### src/rtl/safecrack_input_conditioner.sv
// Button front end for the safecrack lock: synchronize, debounce, one strobe per press.
// Optional seconds timebase compiled in with `define SAFECRACK_SEC_TICK_EN.
module safecrack_input_conditioner #(
  parameter int DB_CYCLES   = 500000,
  parameter int TICK_CYCLES = 50000000
) (
  input  logic       clk,
  input  logic       rst,
  input  logic [3:0] btn_raw,
  input  logic       tick_clr,
  output logic [3:0] btn,
  output logic       btn_valid,
  output logic       sec_tick,
  output logic [1:0] dbg_state
);

  localparam int             DBW     = $clog2(DB_CYCLES);
  localparam logic [DBW-1:0] DB_LAST = DBW'(DB_CYCLES - 1);

  typedef enum logic [1:0] {
    ST_IDLE  = 2'd0,
    ST_PRESS = 2'd1,
    ST_HOLD  = 2'd2
  } state_t;

  logic [3:0]     r_sync1;
  logic [3:0]     r_sync2;
  logic [3:0]     r_db;
  logic [DBW-1:0] r_db_cnt [4];
  logic [3:0]     r_btn;
  state_t         r_state;
  state_t         w_next;
  logic           w_btn_valid;

  always_ff @(posedge clk or negedge rst) begin
    if (!rst) begin
      r_sync1 <= 4'hF;
      r_sync2 <= 4'hF;
    end else begin
      r_sync1 <= btn_raw;
      r_sync2 <= r_sync1;
    end
  end

  // A level flips only after DB_CYCLES consecutive cycles of disagreement.
  always_ff @(posedge clk or negedge rst) begin
    if (!rst) begin
      r_db <= 4'hF;
      for (int i = 0; i < 4; i++) r_db_cnt[i] <= '0;
    end else begin
      for (int i = 0; i < 4; i++) begin
        if (r_sync2[i] == r_db[i]) begin
          r_db_cnt[i] <= '0;
        end else if (r_db_cnt[i] == DB_LAST) begin
          r_db[i]     <= ~r_db[i];
          r_db_cnt[i] <= '0;
        end else begin
          r_db_cnt[i] <= r_db_cnt[i] + DBW'(1);
        end
      end
    end
  end

  always_ff @(posedge clk or negedge rst) begin
    if (!rst) begin
      r_state <= ST_IDLE;
      r_btn   <= 4'hF;
    end else begin
      r_state <= w_next;
      if (r_state == ST_IDLE && r_db != 4'hF) r_btn <= r_db;
    end
  end

  always_comb begin
    w_next      = r_state;
    w_btn_valid = 1'b0;
    case (r_state)
      ST_IDLE:  if (r_db != 4'hF) w_next = ST_PRESS;
      ST_PRESS: begin
        w_btn_valid = 1'b1;
        w_next      = ST_HOLD;
      end
      ST_HOLD:  if (r_db == 4'hF) w_next = ST_IDLE;
      default:  w_next = ST_IDLE;
    endcase
  end

  assign btn       = r_btn;
  assign btn_valid = w_btn_valid;
  assign dbg_state = r_state;

`ifdef SAFECRACK_SEC_TICK_EN
  localparam int            TW        = $clog2(TICK_CYCLES);
  localparam logic [TW-1:0] TICK_LAST = TW'(TICK_CYCLES - 1);

  logic [TW-1:0] r_tick_cnt;
  logic          r_sec_tick;

  // Clear has priority so a restart never emits a tick in the same cycle.
  always_ff @(posedge clk or negedge rst) begin
    if (!rst) begin
      r_tick_cnt <= '0;
      r_sec_tick <= 1'b0;
    end else if (tick_clr) begin
      r_tick_cnt <= '0;
      r_sec_tick <= 1'b0;
    end else if (r_tick_cnt == TICK_LAST) begin
      r_tick_cnt <= '0;
      r_sec_tick <= 1'b1;
    end else begin
      r_tick_cnt <= r_tick_cnt + TW'(1);
      r_sec_tick <= 1'b0;
    end
  end

  assign sec_tick = r_sec_tick;
`else
  // Timebase absent: tick_clr and TICK_CYCLES are intentionally unused.
  logic w_unused_tick;
  assign w_unused_tick = tick_clr & (TICK_CYCLES > 1);
  assign sec_tick      = 1'b0;
`endif

endmodule

### config.mk
export PLATFORM = sky130hd
export DESIGN_NAME = safecrack_input_conditioner
export DESIGN_NICKNAME = d
export VERILOG_FILES = /design/src/rtl/safecrack_input_conditioner.sv
export SDC_FILE = /design/constraint.sdc
export NUM_CORES = 1
export LEC_CHECK = 0
export BUFFER_PORTS_ARGS = -buffer_cell sky130_fd_sc_hd__buf_2
export CELL_PAD_IN_SITES_DETAIL_PLACEMENT = 0
export CELL_PAD_IN_SITES_GLOBAL_PLACEMENT = 2
export CORE_MARGIN = 3
export CORE_UTILIZATION = 41
export CTS_CLUSTER_DIAMETER = 100
export DETAILED_ROUTE_END_ITERATION = 10
export PLACE_DENSITY = 0.89
export SYNTH_ARGS = -nofsm -noshare
export SYNTH_HDL_FRONTEND = slang
export SYNTH_SLANG_ARGS = --single-unit
### constraint.sdc
create_clock -name clk -period 2.22 [get_ports clk]
set_input_delay 0.111 -clock clk [delete_from_list [all_inputs] [get_ports clk]]
set_output_delay 0.111 -clock clk [all_outputs]
set_load 0.01 [all_outputs]
; After elaboration in Yosys (flattened, before gate mapping)
; Index checks and enable logic that the tools add are counted.
[classes]
n_addsub = 4
eq_ne = 14
muxes = 12
n_bitwise = 8
reduce_logical = 7
[ops]
columns = op, n
row1 = 19-bit 2-to-1 mux, 8
row2 = 19-bit by 1-bit adder with 19-bit output (second input constant), 4
row3 = 19-bit == test (second input constant), 4
row4 = 2-bit AND reduction, 5
row5 = 1-bit NOT, 8
row6 = 2-bit one-hot mux with 3 select lines, 1
row7 = 1-bit == test, 4
row8 = 4-bit == test (second input constant), 1
row9 = 2-bit 2-to-1 mux, 2
row10 = 4-bit inequality test (second input constant), 1
row11 = 2-bit by 1-bit == test with 1-bit output (second input constant), 1
row12 = 2-bit == test (second input constant), 1
row13 = 2-bit zero test, 1
row14 = 2-bit by 1-bit inequality test with 1-bit output (second input constant), 1
row15 = 2-bit inequality test (second input constant), 1
row16 = 1-bit logical AND, 1
row17 = 1-bit 2-to-1 mux, 1
[word_totals]
ff_bits = 94
inputBits = 7
output_inout_bits = 8
elab_cells = 57

; Longest topological paths before layout
[depth]
ltp_word = 3
ltp_mapped = 7
mapped_depth_nobuf = 5

; Worst setup path before layout
; OpenSTA, ideal clock, no wires.
[synth_timing]
path_kind = register to register
startpoint = register r_db_cnt[57] in the netlist's numbering
endpoint = register r_db_cnt[64] in the netlist's numbering
setup_ns = 0.119
t_arrival_ns = 1.686
required_time_ns = 2.101
slack_ns = 0.416
stages_incl_launch_ff = 8
path_buffers = 2
synth_period_minus_slack_ns = 1.804
cell_sequence = dfrtp_1 > ha_1 > and4_1 > buf_2 > nand4_1 > o31ai_4 > buf_6 > nor2_1
[synth_via]
elab_chain_len = 3
word_cells_on_any_way = 4
cone_classes = add/sub (1) / eq/ne (1) / mux (2)
[synth_lines]
columns = element, line_no
row1 = "start, declared", 29  ; logic [DBW-1:0] r_db_cnt [4];
row2 = "start signal, assigned by index", 58  ; r_db_cnt[i] <= r_db_cnt[i] + DBW'(1);
row3 = 19-bit by 1-bit adder with 19-bit output or 19-bit == test (tied branches), "58, 54"
row4 = 19-bit 2-to-1 mux *, 54  ; end else if (r_db_cnt[i] == DB_LAST) begin
row5 = 19-bit 2-to-1 mux *, 52  ; if (r_sync2[i] == r_db[i]) begin
; Mark *: on every way between the ends. The rest lies on a longest branch, timed or not.
; A chain may end at the register's enable or synchronous reset.

; Final worst setup path
[layout_timing]
startpoint = register r_db_cnt[0] in the netlist's numbering
endpoint = register r_db_cnt[18] in the netlist's numbering
; Same word-level chain as after synthesis.

==> qor.yml <==
peakVddDrop_mv: 0.467
first_iter_violations: 165
cts.clk_slew.worst_paths_ps: 90
crit_chain: "ha_1 > and4_1 > nand4_1 > or3_2 > a21oi_1"
cp_top_family: "simple AND/OR/NAND/NOR gates"
clockBufferDepth: 2
antenna_left: 0
wl_per_cell_um: 13.9
drive_gt1_frac: 0.151
power_frac_seq: 0.560
postPlaceCellArea_mm2: 0.00469
core_area_mm2: 0.0104
synthSimpleGateAreaFrac: 0.246
multi_input_area_mm2: 0.00196
cts_max_level: 3
overflow: 0
synth-seq-area-share: 0.534
via_per_inst: 5.27
register_area_mm2: 0.00237
syn_area_mm2: 0.00444
routed_wl_mm: 8.23
synth_cell_types: 44
synth-edff-count: 0
worstSetupPathType: "reg -> reg"
initial_utilization: 0.427
final_common_cell: "dfrtp_1"
gp_congestion: 0.751
finalSetupViolCount: 0
antenna_found_initial: 0
yosysWarnings: 0
synth_compound_area_frac: 0.0631
min_path_type: "in -> async"
die_y_um: 110
fp.dieArea_mm2: 0.0121
fmax_mhz: 546
clkSinkCount: 94
r2r-start: "r_db_cnt[0]"
yosys_most_used_dff: "dfrtp_1"
power_mw: 3.15
synth_adder_area_share: 0.0113
async_reset_ff_frac: 1.00
holdBufCountCts: 5
syn_inst: 424
cap_violations: 0
rr_endpoint: "r_db_cnt[18]"
ios: 15
worst_skew_pair.late_latency_ps: 350
cts_made_buffers: 9
synthXorXnorAreaFrac: 0.110
cts_setup_buffers: 0
relSlewSlack: 0.576
intPower_mw: 2.48
synth_fp_nets: 435
dp_hpwl_mm: 5.60
fill_cells: 1006
drcViolationCount: 0
rsz0062_at_grt: "false"
power_density_mw_per_mm2: 634
period_needed_ps: 1830
critPathBufInv: 0
r2r_cells: 5
tightestPinTransition_ps: 635
cts-root-buf: "clkbuf_8"
slowest_delay_ps: 440
synth_top_family_by_area: "simple AND/OR/NAND/NOR gates"
syn_to_final_growth_pct: 11.7
grt_use_total: 0.149
cts_tree: "done"
finalSetupTns_ps: 0
cts.repair.resized: 0
numPortBuffers: 12
fin_area_mm2: 0.00496
avgSynthCellArea_um2: 10.5
p_sw_frac: 0.212
worst-path-stages: 5
worstPathMaxFanout: 6
cp.arrival_ps: 2110
crit_path_end_kind: "flip-flop"
total_leakage_power_nw: 2.02
fin_worst_skew_ps: 10.3
grt_pass1_vias: 3034
synth_seq_cells: 94
r2r_setup_slack_ps: 390
diodes: 0
nets: 462
clkPwrFrac: 0.403
hold_viol_final: 0
vias: 3118
drtPass1Iterations: 4
grt_first_pass_wirelength_mm: 14.5
grt_max_degree: 50
cp_data_required_time_ps: 2500
slew_violations: 0
final_cell_mix: "dfrtp_1 (78), nor2_1 (66), xor2_1 (35)"
fin_crit_sh: 0.825
comb_power_share: 0.037
switchingPower_mw: 0.668
startpoint_type: "flip-flop"
slowest_stage: "or3_2"
die_w_um: 110
status: "complete, no violations"
muxShareOfSynthArea: 0.0101
rows: 37
-- stage by stage --
step                      std cells   util  hold slack (ps)  worst slack (ps)
after floorplan                 424      -             -185               416
after global placement          571  0.450              175               446
after detailed placement        571  0.450              181               406
after CTS                       592  0.476              327               401
after global routing            592  0.476              356               246
final                           592  0.476              309               389
-- kinds of logic (layout without fill, tap and decap cells) --
group                    count (synthesis)  in the layout
other                                    1              1
flip-flops                              94             94
adder cells (fa/ha/maj)                  4              4
XOR/XNOR                                56             56
AO/OA/AOI/OAI                           40             40
AND/OR/NAND/NOR                        204            204
multiplexers                             4              4
buffers and inverters                   21             53
-- cell usage after synthesis, types with 2 or more instances --
cell,n,area share
nand2_1,23,0.019
inv_1,9,0.0076
o21ai_0,10,0.011
xnor2_1,21,0.041
dfrtp_1,78,0.44
or2_2,2,0.0028
buf_2,6,0.0068
or4_1,4,0.0068
nor4_1,12,0.017
a21oi_1,15,0.017
ha_1,4,0.011
buf_6,2,0.0051
dfstp_2,16,0.095
or3_1,8,0.011
clkbuf_1,2,0.0017
nor2_1,66,0.056
nand4_1,20,0.028
or3_2,2,0.0034
o31ai_1,4,0.0068
nand3_1,24,0.027
o31ai_4,2,0.0096
mux2_2,4,0.010
xor2_1,35,0.069
nor3_1,13,0.015
o21ai_2,2,0.0039
nor4bb_1,2,0.0045
and4_1,12,0.024
nand4b_1,3,0.0059
and3_1,5,0.0070
o32a_1,4,0.0090
-- power groups by stage --
stage                     sequential (mW)  combinational [mW]  clock [mW]
after global routing                 1.77               0.137        1.38
after global placement               1.80               0.113           0
after CTS                            1.76               0.122        1.32
after floorplan                      1.79              0.0594           0
final                                1.76               0.117        1.27
after detailed placement             1.80               0.115           0
-- final cells by class --
cell class / instances / share of cell area
inverters: 9 / 0.00681
multi-input cells: 309 / 0.396
flip-flops and latches: 94 / 0.478
well taps: 136 / 0.0343
clock buffers: 13 / 0.0320
repair buffers: 28 / 0.0393
clock inverters: 3 / 0.0136
-- flip-flops by register name (all words and copies together), names as in the netlist --
signal / cells
r_db: 4
btn: 4
r_db_cnt: 76
r_sync2: 4
r_sync1: 4
dbg_state: 2
-- how the worst max path moves through the flow --
stage	startpoint	endpoint	slack, ps
3_5_place_dp	r_db_cnt[0]	r_db_cnt[18]	410
5_1_grt	r_db_cnt[57]	r_db_cnt[68]	250
6_report	r_db_cnt[0]	r_db_cnt[18]	390
4_1_cts	r_db_cnt[0]	r_db_cnt[18]	400
3_3_place_gp	r_db_cnt[0]	r_db_cnt[18]	450
2_1_floorplan	r_db_cnt[57]	r_db_cnt[64]	420
-- routing by layer --
layer / share of wire / vias up / track usage
li1: - / 1555 / -
met1: 0.50 / 1525 / 0.204
met2: 0.46 / 33 / 0.240
met3: 0.027 / 5 / 0.0367
met4: 0.0068 / 0 / 0.0369
met5: 0 / - / 0
(Power assumes the default switching activity.)
